<file path="src/rtl/vm_pkg.sv">
// Shared constants and types for the vending-machine coin front end.
package vm_pkg;

    localparam int unsigned N_COINS = 4;
    localparam int unsigned VAL_W   = 8;

    // Entry i is the value of denomination input i.
    localparam logic [N_COINS-1:0][VAL_W-1:0] COIN_VALUES = {8'd100, 8'd25, 8'd10, 8'd5};

    typedef enum logic [1:0] {
        IDLE = 2'd0,
        EMIT = 2'd1,
        HOLD = 2'd2
    } coin_q_state_e;

endpackage

</file>
<file path="src/rtl/sync_fifo.sv">
// Single-clock FIFO with registered storage; a pop frees its slot for a same-cycle push.
module sync_fifo #(
    parameter int unsigned WIDTH = 8,
    parameter int unsigned DEPTH = 4
) (
    input  logic             clk_i,
    input  logic             rst_i,
    input  logic             push_i,
    input  logic [WIDTH-1:0] data_i,
    input  logic             pop_i,
    output logic [WIDTH-1:0] head_o,
    output logic             full_o,
    output logic             empty_o
);

    localparam int unsigned AW = (DEPTH > 1) ? $clog2(DEPTH) : 1;

    logic [WIDTH-1:0] mem_q [DEPTH];
    logic [AW-1:0]    wr_ptr_q, wr_ptr_d;
    logic [AW-1:0]    rd_ptr_q, rd_ptr_d;
    logic [AW:0]      count_q, count_d;
    logic             do_push, do_pop;

    assign empty_o = (count_q == '0);
    assign full_o  = (count_q == (AW+1)'(DEPTH));
    assign head_o  = mem_q[rd_ptr_q];

    assign do_pop  = pop_i & ~empty_o;
    assign do_push = push_i & (~full_o | do_pop);

    always_comb begin
        wr_ptr_d = wr_ptr_q;
        rd_ptr_d = rd_ptr_q;
        count_d  = count_q;
        if (do_push) wr_ptr_d = wr_ptr_q + AW'(1);
        if (do_pop)  rd_ptr_d = rd_ptr_q + AW'(1);
        case ({do_push, do_pop})
            2'b10:   count_d = count_q + (AW+1)'(1);
            2'b01:   count_d = count_q - (AW+1)'(1);
            default: count_d = count_q;
        endcase
    end

    always_ff @(posedge clk_i) begin
        if (rst_i) begin
            wr_ptr_q <= '0;
            rd_ptr_q <= '0;
            count_q  <= '0;
        end else begin
            wr_ptr_q <= wr_ptr_d;
            rd_ptr_q <= rd_ptr_d;
            count_q  <= count_d;
        end
    end

    // Storage needs no reset: empty_o masks stale entries.
    always_ff @(posedge clk_i) begin
        if (do_push) mem_q[wr_ptr_q] <= data_i;
    end

endmodule

</file>
<file path="src/rtl/coin_queue.sv">
// Serializes coin pulses from several denomination inputs into a value bus plus
// one-cycle strobe, holding the value for GAP_CYCLES cycles after each strobe.
module coin_queue import vm_pkg::*; #(
    parameter int unsigned N_COINS    = vm_pkg::N_COINS,
    parameter int unsigned VAL_W      = vm_pkg::VAL_W,
    parameter int unsigned FIFO_DEPTH = 4,
    parameter int unsigned GAP_CYCLES = 2,
    parameter logic [N_COINS-1:0][VAL_W-1:0] COIN_VALUES = vm_pkg::COIN_VALUES
) (
    input  logic               clk_i,
    input  logic               rst_i,
    input  logic [N_COINS-1:0] coin_i,
    input  logic               en_i,
    input  logic               ovf_clr_i,
    output logic [VAL_W-1:0]   a_o,
    output logic               c_o,
    output logic               busy_o,
    output logic               overflow_o
);

    localparam int unsigned IDX_W  = (N_COINS > 1) ? $clog2(N_COINS) : 1;
    localparam int unsigned HOLD_W = (GAP_CYCLES > 1) ? $clog2(GAP_CYCLES) : 1;

    coin_q_state_e      state_q;
    logic [HOLD_W-1:0]  hold_cnt_q;
    logic [VAL_W-1:0]   a_q;
    logic [N_COINS-1:0] pending_q, pending_d;
    logic               ovf_q, ovf_d;

    logic [IDX_W-1:0]   sel_idx;
    logic [N_COINS-1:0] set_c, clr_c, drop_c;
    logic               push_c, pop_c;
    logic [VAL_W-1:0]   fifo_head;
    logic               fifo_full, fifo_empty;

    // Lowest pending denomination wins the FIFO slot.
    always_comb begin
        sel_idx = '0;
        for (int i = N_COINS - 1; i >= 0; i--) begin
            if (pending_q[i]) sel_idx = IDX_W'(i);
        end
    end

    assign pop_c  = (state_q == IDLE) & ~fifo_empty;
    assign push_c = (|pending_q) & (~fifo_full | pop_c);
    assign set_c  = coin_i & {N_COINS{en_i}};
    assign clr_c  = push_c ? (N_COINS'(1) << sel_idx) : '0;
    assign drop_c = set_c & pending_q & ~clr_c;

    // A new pulse on a slot being drained this cycle refills it without a drop.
    always_comb begin
        pending_d = (pending_q & ~clr_c) | set_c;
        ovf_d     = ovf_q;
        if (|drop_c)        ovf_d = 1'b1;
        else if (ovf_clr_i) ovf_d = 1'b0;
    end

    always_ff @(posedge clk_i) begin
        if (rst_i) begin
            pending_q <= '0;
            ovf_q     <= 1'b0;
        end else begin
            pending_q <= pending_d;
            ovf_q     <= ovf_d;
        end
    end

    sync_fifo #(
        .WIDTH (VAL_W),
        .DEPTH (FIFO_DEPTH)
    ) u_fifo (
        .clk_i   (clk_i),
        .rst_i   (rst_i),
        .push_i  (push_c),
        .data_i  (COIN_VALUES[sel_idx]),
        .pop_i   (pop_c),
        .head_o  (fifo_head),
        .full_o  (fifo_full),
        .empty_o (fifo_empty)
    );

    // Output sequencer: IDLE loads a_q on pop, EMIT strobes, HOLD keeps a_q stable.
    always_ff @(posedge clk_i) begin
        if (rst_i) begin
            state_q    <= IDLE;
            hold_cnt_q <= '0;
            a_q        <= '0;
        end else begin
            case (state_q)
                IDLE: begin
                    if (pop_c) begin
                        a_q     <= fifo_head;
                        state_q <= EMIT;
                    end
                end
                EMIT: begin
                    state_q    <= HOLD;
                    hold_cnt_q <= HOLD_W'(GAP_CYCLES - 1);
                end
                HOLD: begin
                    if (hold_cnt_q == '0) state_q    <= IDLE;
                    else                  hold_cnt_q <= hold_cnt_q - HOLD_W'(1);
                end
                default: state_q <= IDLE;
            endcase
        end
    end

    assign a_o        = a_q;
    assign c_o        = (state_q == EMIT);
    assign overflow_o = ovf_q;
    assign busy_o     = (|pending_q) | ~fifo_empty | (state_q != IDLE);

endmodule

</file>
<file path="config.mk">
export PLATFORM = sky130hd
export DESIGN_NAME = coin_queue
export DESIGN_NICKNAME = d
export VERILOG_FILES = /design/src/rtl/vm_pkg.sv /design/src/rtl/sync_fifo.sv /design/src/rtl/coin_queue.sv
export SDC_FILE = /design/constraint.sdc
export NUM_CORES = 1
export LEC_CHECK = 0
export ABC_AREA = 1
export CAP_MARGIN = 20
export CORE_MARGIN = 3
export CORE_UTILIZATION = 51
export DETAILED_ROUTE_END_ITERATION = 16
export GPL_TIMING_DRIVEN = 0
export HOLD_SLACK_MARGIN = 0.08
export PLACE_DENSITY = 0.76
export SETUP_SLACK_MARGIN = 0.05
export SLEW_MARGIN = 0
export SYNTH_ARGS = -nofsm -noshare
export SYNTH_HDL_FRONTEND = slang
export SYNTH_SLANG_ARGS = --single-unit
export TNS_END_PERCENT = 20
</file>
<file path="constraint.sdc">
create_clock -name clk_i -period 2.2 [get_ports clk_i]
set_input_delay 0.22 -clock clk_i [delete_from_list [all_inputs] [get_ports clk_i]]
set_output_delay 0.22 -clock clk_i [all_outputs]
set_load 0.05 [all_outputs]
</file>
Yosys cells after proc, flatten, opt, wreduce, memory -nomap -nowiden
Memories as Yosys holds them, arrays and structs flattened. A register that Yosys moved wholly into a read port is not among the register bits.
Cells that the tools add are included.
{"block": "op_classes", "reduce_logical": 10, "n_mul": 0, "div": 0, "muxes": 17, "order_cmp": 1, "addsub": 5, "shift": 1, "bitwise_logic": 16, "n_eq_ne": 7}
{"operator": "$and 4x4->4", "count": 4}
{"operator": "$bmux 8 s2", "count": 1}
{"operator": "$mux 2", "count": 6}
{"operator": "$mux 8", "count": 1}
{"operator": "$reduce_bool 2->1", "count": 4}
{"operator": "$reduce_or 4->1", "count": 2}
{"operator": "$pmux 2 s3", "count": 1}
{"operator": "$pmux 3 s2", "count": 1}
{"operator": "$mux 1", "count": 5}
{"operator": "$add 2x1->2 const B", "count": 2}
{"operator": "$and 1x1->1", "count": 4}
{"operator": "$eq 2x1->1 const B", "count": 2}
{"operator": "$eq 2x2->1 const B", "count": 2}
{"operator": "$mux 4", "count": 1}
{"operator": "$ne 2x2->1 const B", "count": 2}
{"operator": "$not 4->4", "count": 1}
{"operator": "$or 1x1->1", "count": 4}
{"operator": "$or 4x4->4", "count": 1}
{"operator": "$reduce_and 2->1", "count": 2}
{"operator": "$shl 1x2->4 const A", "count": 1}
{"operator": "$add 3x1->3 const B", "count": 1}
{"operator": "$eq 3x3->1 const B", "count": 1}
{"operator": "$logic_not 3->1", "count": 1}
{"operator": "$lt 2x3->1 const B", "count": 1}
{"operator": "5 further kinds", "count": 6}
{"block": "totals", "n_memories": 1, "in_bits": 8, "latchBits": 0, "rom_bits": 0, "regBits": 15, "ramBits": 32}
{"name": "u_fifo.mem_q", "words": 4, "width": 8, "rd": 1, "rd_ports_with_merged_regs": 1, "write_ports": 1, "line_no": "sync_fifo.sv:18", "rtl": "logic [WIDTH-1:0] mem_q [DEPTH];"}

Depth between registers and ports, before layout
{"block": "depth", "word_depth": 10, "mapped_depth": 13}

Modules after synthesis
Synthesis repeated with hierarchy kept, for this count alone.
{"block": "unflattened", "hier_cells": 254, "area_unflattened_um2": 2482.4}
{"mod": "sync_fifo", "instances": 1, "seq_area_each_um2": 1141.1, "area_each_um2": 1662.8, "cells_per_inst": 140}
{"mod": "coin_queue", "instances": 1, "seq_area_each_um2": 320.3, "area_each_um2": 819.5, "cells_per_inst": 114}

Worst setup path before layout
Ideal clock, no wire load.
{"block": "synth_path", "path_type": "reg2reg", "start": "reg state_q[0]", "end": "reg u_fifo.count_q[2]", "arrival_time_ns": 1.957, "required_time_ns": 2.076, "path_stages_with_launch": 14, "slack_ns": 0.119, "path_buffers": 1, "path_cell_list": "dfxtp_1 -> inv_1 -> ha_1 -> nor2_1 -> nand2_2 -> nand2_1 -> buf_6 -> ha_1 -> inv_1 -> fa_1 -> a21oi_1 -> o21ai_0 -> o21ai_0 -> a21oi_1"}
{"block": "synth_via", "elab_chain_len": 7}
{"element": "start: declaration", "line_no": "coin_queue.sv:24", "rtl": "coin_q_state_e state_q;"}
{"element": "start signal: assignment", "line_no": "coin_queue.sv:85", "rtl": "state_q <= IDLE;"}
{"element": "start signal: assignment", "line_no": "coin_queue.sv:93", "rtl": "state_q <= EMIT;"}
{"element": "start signal: assignment", "line_no": "coin_queue.sv:97", "rtl": "state_q <= HOLD;"}
{"element": "$logic_not 2->1 *", "line_no": "coin_queue.sv:44", "rtl": "assign pop_c = (state_q == IDLE) & ~fifo_empty;"}
{"element": "$and 1x1->1 *", "line_no": "coin_queue.sv:44"}
{"element": "$or 1x1->1 / $and 1x1->1 (equally long branches)", "line_no": "coin_queue.sv:45, sync_fifo.sv:28"}
{"element": "$and 1x1->1 / $or 1x1->1 (equally long branches)", "line_no": "coin_queue.sv:45, sync_fifo.sv:29"}
{"element": "$and 1x1->1", "line_no": "sync_fifo.sv:29", "rtl": "assign do_push = push_i & (~full_o | do_pop);"}
{"element": "$eq 2x1->1 / $eq 2x2->1 (equally long branches)", "line_no": "sync_fifo.sv:37", "rtl": "case ({do_push, do_pop})"}
{"element": "$pmux 3 s2 / $reduce_bool 2->1 (equally long branches)"}
{"element": "end signal: assignment", "line_no": "sync_fifo.sv:52", "rtl": "count_q <= count_d;"}
{"element": "end: declaration", "line_no": "sync_fifo.sv:21", "rtl": "logic [AW:0] count_q, count_d;"}
Mark *: on every way between the ends. The rest lies on a longest branch, timed or not.
A chain may end at the register's enable or synchronous reset.

Worst setup path in the final report
{"block": "layout_path", "start": "reg state_q[0]", "end": "reg u_fifo.count_q[2]"}
{"block": "layout_via", "elab_chain_len": 7}
{"element": "$logic_not 2->1 *", "line_no": "coin_queue.sv:44"}
{"element": "$and 1x1->1 *", "line_no": "coin_queue.sv:44"}
{"element": "$and 1x1->1 *", "line_no": "sync_fifo.sv:28", "rtl": "assign do_pop = pop_i & ~empty_o;"}
{"element": "net u_fifo.do_pop", "line_no": "sync_fifo.sv:22", "rtl": "logic do_push, do_pop;"}
{"element": "$or 1x1->1", "line_no": "sync_fifo.sv:29"}
{"element": "$and 1x1->1", "line_no": "sync_fifo.sv:29"}
{"element": "$eq 2x1->1 / $eq 2x2->1 (equally long branches)", "line_no": "sync_fifo.sv:37"}
{"element": "$pmux 3 s2 / $reduce_bool 2->1 (equally long branches)"}
Mark *: on every way through the listed nets, which the timed path passes. The rest lies on a longest branch.

==> Implementation_results.wiki <==
{| class="wikitable"
! Metric !! Value
|-
| Result of the run || completed
|-
| Startpoint-to-endpoint class of the critical path || reg -> reg
|-
| Net count reported at finish || between 200 and 300
|-
| Wire length per cell after detailed routing || 12.5 um
|-
| Overall track demand over capacity in global routing || between 10% and 20%
|-
| Horizontal extent of the die || a little under 70 um
|-
| Fin. max-slew vios || 0
|-
| Post-DR vias/cell || between 5 and 6
|-
| Worst setup path endpoint || u_fifo.count_q[2]
|-
| Count of buffers from port buffering || 17
|-
| Routing usage on met3 || about 5.4%
|-
| Core area || 3740 um2
|-
| Layer with the highest usage after global routing || met2
|-
| Grt ovf || 0
|-
| Fraction of layout cells with a size suffix above 1 || between 10% and 20%
|-
| Largest driver fanout on the critical path || 5
|-
| Wire length of the first global-routing pass || approximately 5800 um
|-
| Endpoint type of the worst setup path || register
|-
| Cell types occupying the most area after synthesis || sky130_fd_sc_hd__edfxtp_1 (35%), sky130_fd_sc_hd__dfxtp_1 (21%), sky130_fd_sc_hd__ha_1 (8.0%), sky130_fd_sc_hd__o21ai_0 (7.1%), sky130_fd_sc_hd__nor2_1 (6.8%)
|-
| Required time reported for the critical path endpoint || about 2.4 ns
|-
| Cell Rows || 22
|-
| R2r worst-path depth || 11
|-
| Vias in the first global route || 1348
|-
| First-pass DRT Iterations || 4
|-
| Sequential area share after synthesis || a little under three fifths
|-
| Netlist cell types || 23
|-
| Number of CTS-inserted buffers || 5
|-
| Routed vias || ~1500
|-
| #FFs+latches synth || between 40 and 50
|-
| Period utilization || 94.0%
|-
| CP startpoint kind || register
|-
| Setup repair after global routing missed its margin || false
|-
| Final Instance Area || between 2000 and 2500 um2
|-
| Final design utilization || between 60% and 70%
|-
| Final weighted congestion in routability-driven placement || around 0.87
|-
| Total of max-cap violations || 0
|-
| Total power per unit cell area || around 1300 nW/um2
|-
| Footprint of the multi-input gates || 752 um2
|-
| Final Setup Violations || 0
|-
| Remaining antenna violation count || 0
|-
| Initial cell density of the core || a little over half
|-
| Reg-to-reg critical path endpoint || u_fifo.count_q[2]
|-
| Initial DRC Count || 71
|-
| Placed instance area || roughly 2300 um2
|-
| Tmin final || 2.07 ns
|-
| CTS tree || yes
|-
| Post-synth top area cell || sky130_fd_sc_hd__edfxtp_1
|-
| Number of standard cells in the final layout excluding fillers || a little under 300
|-
| Worst Setup SP || state_q[0]
|-
| Final worst-path setup slack || 0.133 ns
|-
| Maximum frequency from static timing analysis || a little under 500 MHz
|-
| Synthesis-to-finish area growth || 19.8%
|-
| Slew @ Worst Pin || between 0.5 and 0.6 ns
|-
| Global routing met2 resource utilization || a little over a quarter
|-
| Worst reg-to-reg setup slack || between 0.1 and 0.15 ns
|-
| Post-synth top area share || 35.3%
|-
| Most common library cell in the layout ignoring fill and taps || sky130_fd_sc_hd__nor2_1
|-
| Net count of the mapped netlist || between 200 and 250
|-
| Final HPWL DP || approximately 2600 um
|-
| Largest net degree at the start of global routing || 14
|-
| Post-synthesis average cell area || 9.62 um2
|-
| Arrival time of data at the critical path endpoint || between 2 and 2.5 ns
|-
| Source of the worst register-to-register timing path || state_q[0]
|-
| Met1 Usage GRT || roughly 17%
|-
| Die area || between 4000 and 5000 um2
|-
| Hold path startpoint || pending_q[2]
|-
| Tightest slew margin relative to the limit || about 60%
|-
| Leak || ~0.97 nW
|-
| Final hold slack || 0.495 ns
|-
| Number of placed instances, taps included || 277
|-
| Number of antenna violations at the first check in global routing || 0
|-
| Hold Crit Class || reg -> reg
|-
| Final Hold Violating Endpoints || 0
|-
| H-tree levels || 2
|-
| Number of antenna diodes || 0
|-
| Clock slew at the register clock pins of the worst setup and hold paths || approximately 0.080 ns
|-
| CTS max path bufs || 2
|-
| Setup Skew || approximately 0.0046 ns
|-
| Area of the mapped netlist || 2040 um2
|-
| Remaining DRCs || 0
|-
| Commonest non-fill, non-tap cells in the layout || sky130_fd_sc_hd__nor2_1 (36), sky130_fd_sc_hd__o21ai_0 (27), sky130_fd_sc_hd__inv_1 (24), sky130_fd_sc_hd__edfxtp_1 (24), sky130_fd_sc_hd__dfxtp_1 (19)
|-
| Sequential cell area || 1140 um2
|-
| Insertion delay to the later sink of the worst-skew pair || approximately 0.30 ns
|-
| Instance count of the mapped netlist || approximately 210
|-
| Fill cell instance count of the final layout || around 330
|-
| Boundary Pins || 19
|-
| Clock tree root driver cell || sky130_fd_sc_hd__clkbuf_8
|-
| Worst setup slack after placement || -0.0868 ns
|-
| Die extent in y || 69.2 um
|-
| IR drop worst, VDD || approximately 0.00075 V
|-
| Clock Sinks || 45
|-
| Total wire length || roughly 3600 um
|-
| Number of warnings printed during yosys synthesis || 0
|}
## metal layers
layer,routed length (um),part of all wire (%)
met1,1570,43
met2,1800,50
met4,76,2.1
met5,0,0
met3,173,4.8
## synthesized netlist by cell type
master and number:
sky130_fd_sc_hd__nand2_1 18, sky130_fd_sc_hd__nor2_4 1, sky130_fd_sc_hd__nor3_1 1, sky130_fd_sc_hd__o21ai_1 1, sky130_fd_sc_hd__ha_1 13, sky130_fd_sc_hd__dfxtp_1 21, sky130_fd_sc_hd__buf_4 3, sky130_fd_sc_hd__inv_1 26
sky130_fd_sc_hd__or2_2 1, sky130_fd_sc_hd__clkbuf_1 1, sky130_fd_sc_hd__a31oi_1 6, sky130_fd_sc_hd__edfxtp_1 24, sky130_fd_sc_hd__fa_1 1, sky130_fd_sc_hd__a21oi_1 16, sky130_fd_sc_hd__clkbuf_2 2, sky130_fd_sc_hd__buf_6 2
sky130_fd_sc_hd__nand3_1 5, sky130_fd_sc_hd__conb_1 1, sky130_fd_sc_hd__o21ai_2 1, sky130_fd_sc_hd__o21ai_0 29, sky130_fd_sc_hd__nand2_2 1, sky130_fd_sc_hd__a21boi_4 1, sky130_fd_sc_hd__nor2_1 37
## cells by family (layout without fill, tap and decap cells)
| group | count (synthesis) | count (layout) | synth area share, % |
|---|---|---|---|
| compound gates | 54 | 54 | 14.5 |
| flops | 45 | 45 | 56.0 |
| fa+ha+maj | 14 | 14 | 8.96 |
| simple gates | 64 | 64 | 12.8 |
| buf+inv | 34 | 65 | 7.67 |
| other cells | 1 | 1 | 0.184 |
## metrics by stage
stage                     power (mW)  setup TNS [ns]
final                           3.11               0
after global routing            3.31               0
after CTS                       3.03               0
after detailed placement        2.37         -0.0868
after global placement          2.33         -0.0261
after floorplan                 2.07               0
## report_power, final
part	total, mW	switching, mW	internal (mW)
Combinational	1.28	0.794	0.489
Clock	0.646	0.275	0.370
Sequential	1.18	0.0896	1.09
## cell type report
| class | instances | area share (%) |
|---|---|---|
| flip-flops and latches | 45 | 46.8 |
| multi-input cells | 133 | 30.8 |
| repair buffers | 23 | 8.76 |
| inverters | 26 | 4.00 |
| clock buffers | 7 | 3.53 |
| well taps | 48 | 2.46 |
| plain buffers | 8 | 2.41 |
| clock inverters | 1 | 1.23 |
## state kept, by name, summed over array words and instances (netlist names)
| register | flops |
|---|---|
| u_fifo.mem_q | 24 |
| a_o | 6 |
| pending_q | 4 |
| u_fifo.count_q | 3 |
| state_q | 2 |
| u_fifo.rd_ptr_q | 2 |
| u_fifo.wr_ptr_q | 2 |
| hold_cnt_q | 1 |
| overflow_o | 1 |
## timing repair
action | CTS | global route
gates resized for setup | 7 | 4
pin swaps | 1 | 0
endpoints found under the hold margin | 0 | 0
setup buffers | 1 | 5
endpoints found under the setup margin | 2 | 1
hold buffers | 0 | 0
## worst max-delay path: stages (launching register included)
cell and delay [ns]:
sky130_fd_sc_hd__dfxtp_2 0.33, sky130_fd_sc_hd__inv_2 0.08, sky130_fd_sc_hd__ha_2 0.20, sky130_fd_sc_hd__a21boi_4 0.22
sky130_fd_sc_hd__buf_6 0.14, sky130_fd_sc_hd__ha_1 0.14, sky130_fd_sc_hd__inv_1 0.07, sky130_fd_sc_hd__fa_2 0.34
sky130_fd_sc_hd__a21oi_1 0.15, sky130_fd_sc_hd__o21ai_1 0.11, sky130_fd_sc_hd__o21ai_1 0.13, sky130_fd_sc_hd__a21oi_1 0.05
## how the worst min path moves through the flow
| stage | end | depth (start not counted) |
|---|---|---|
| after global routing | pending_q[0] | 3 |
| final | pending_q[2] | 2 |
| after floorplan | pending_q[0] | 1 |
| after detailed placement | pending_q[2] | 2 |
| after global placement | pending_q[1] | 2 |
| after CTS | pending_q[0] | 3 |
Power figures use the tool's default switching activity.
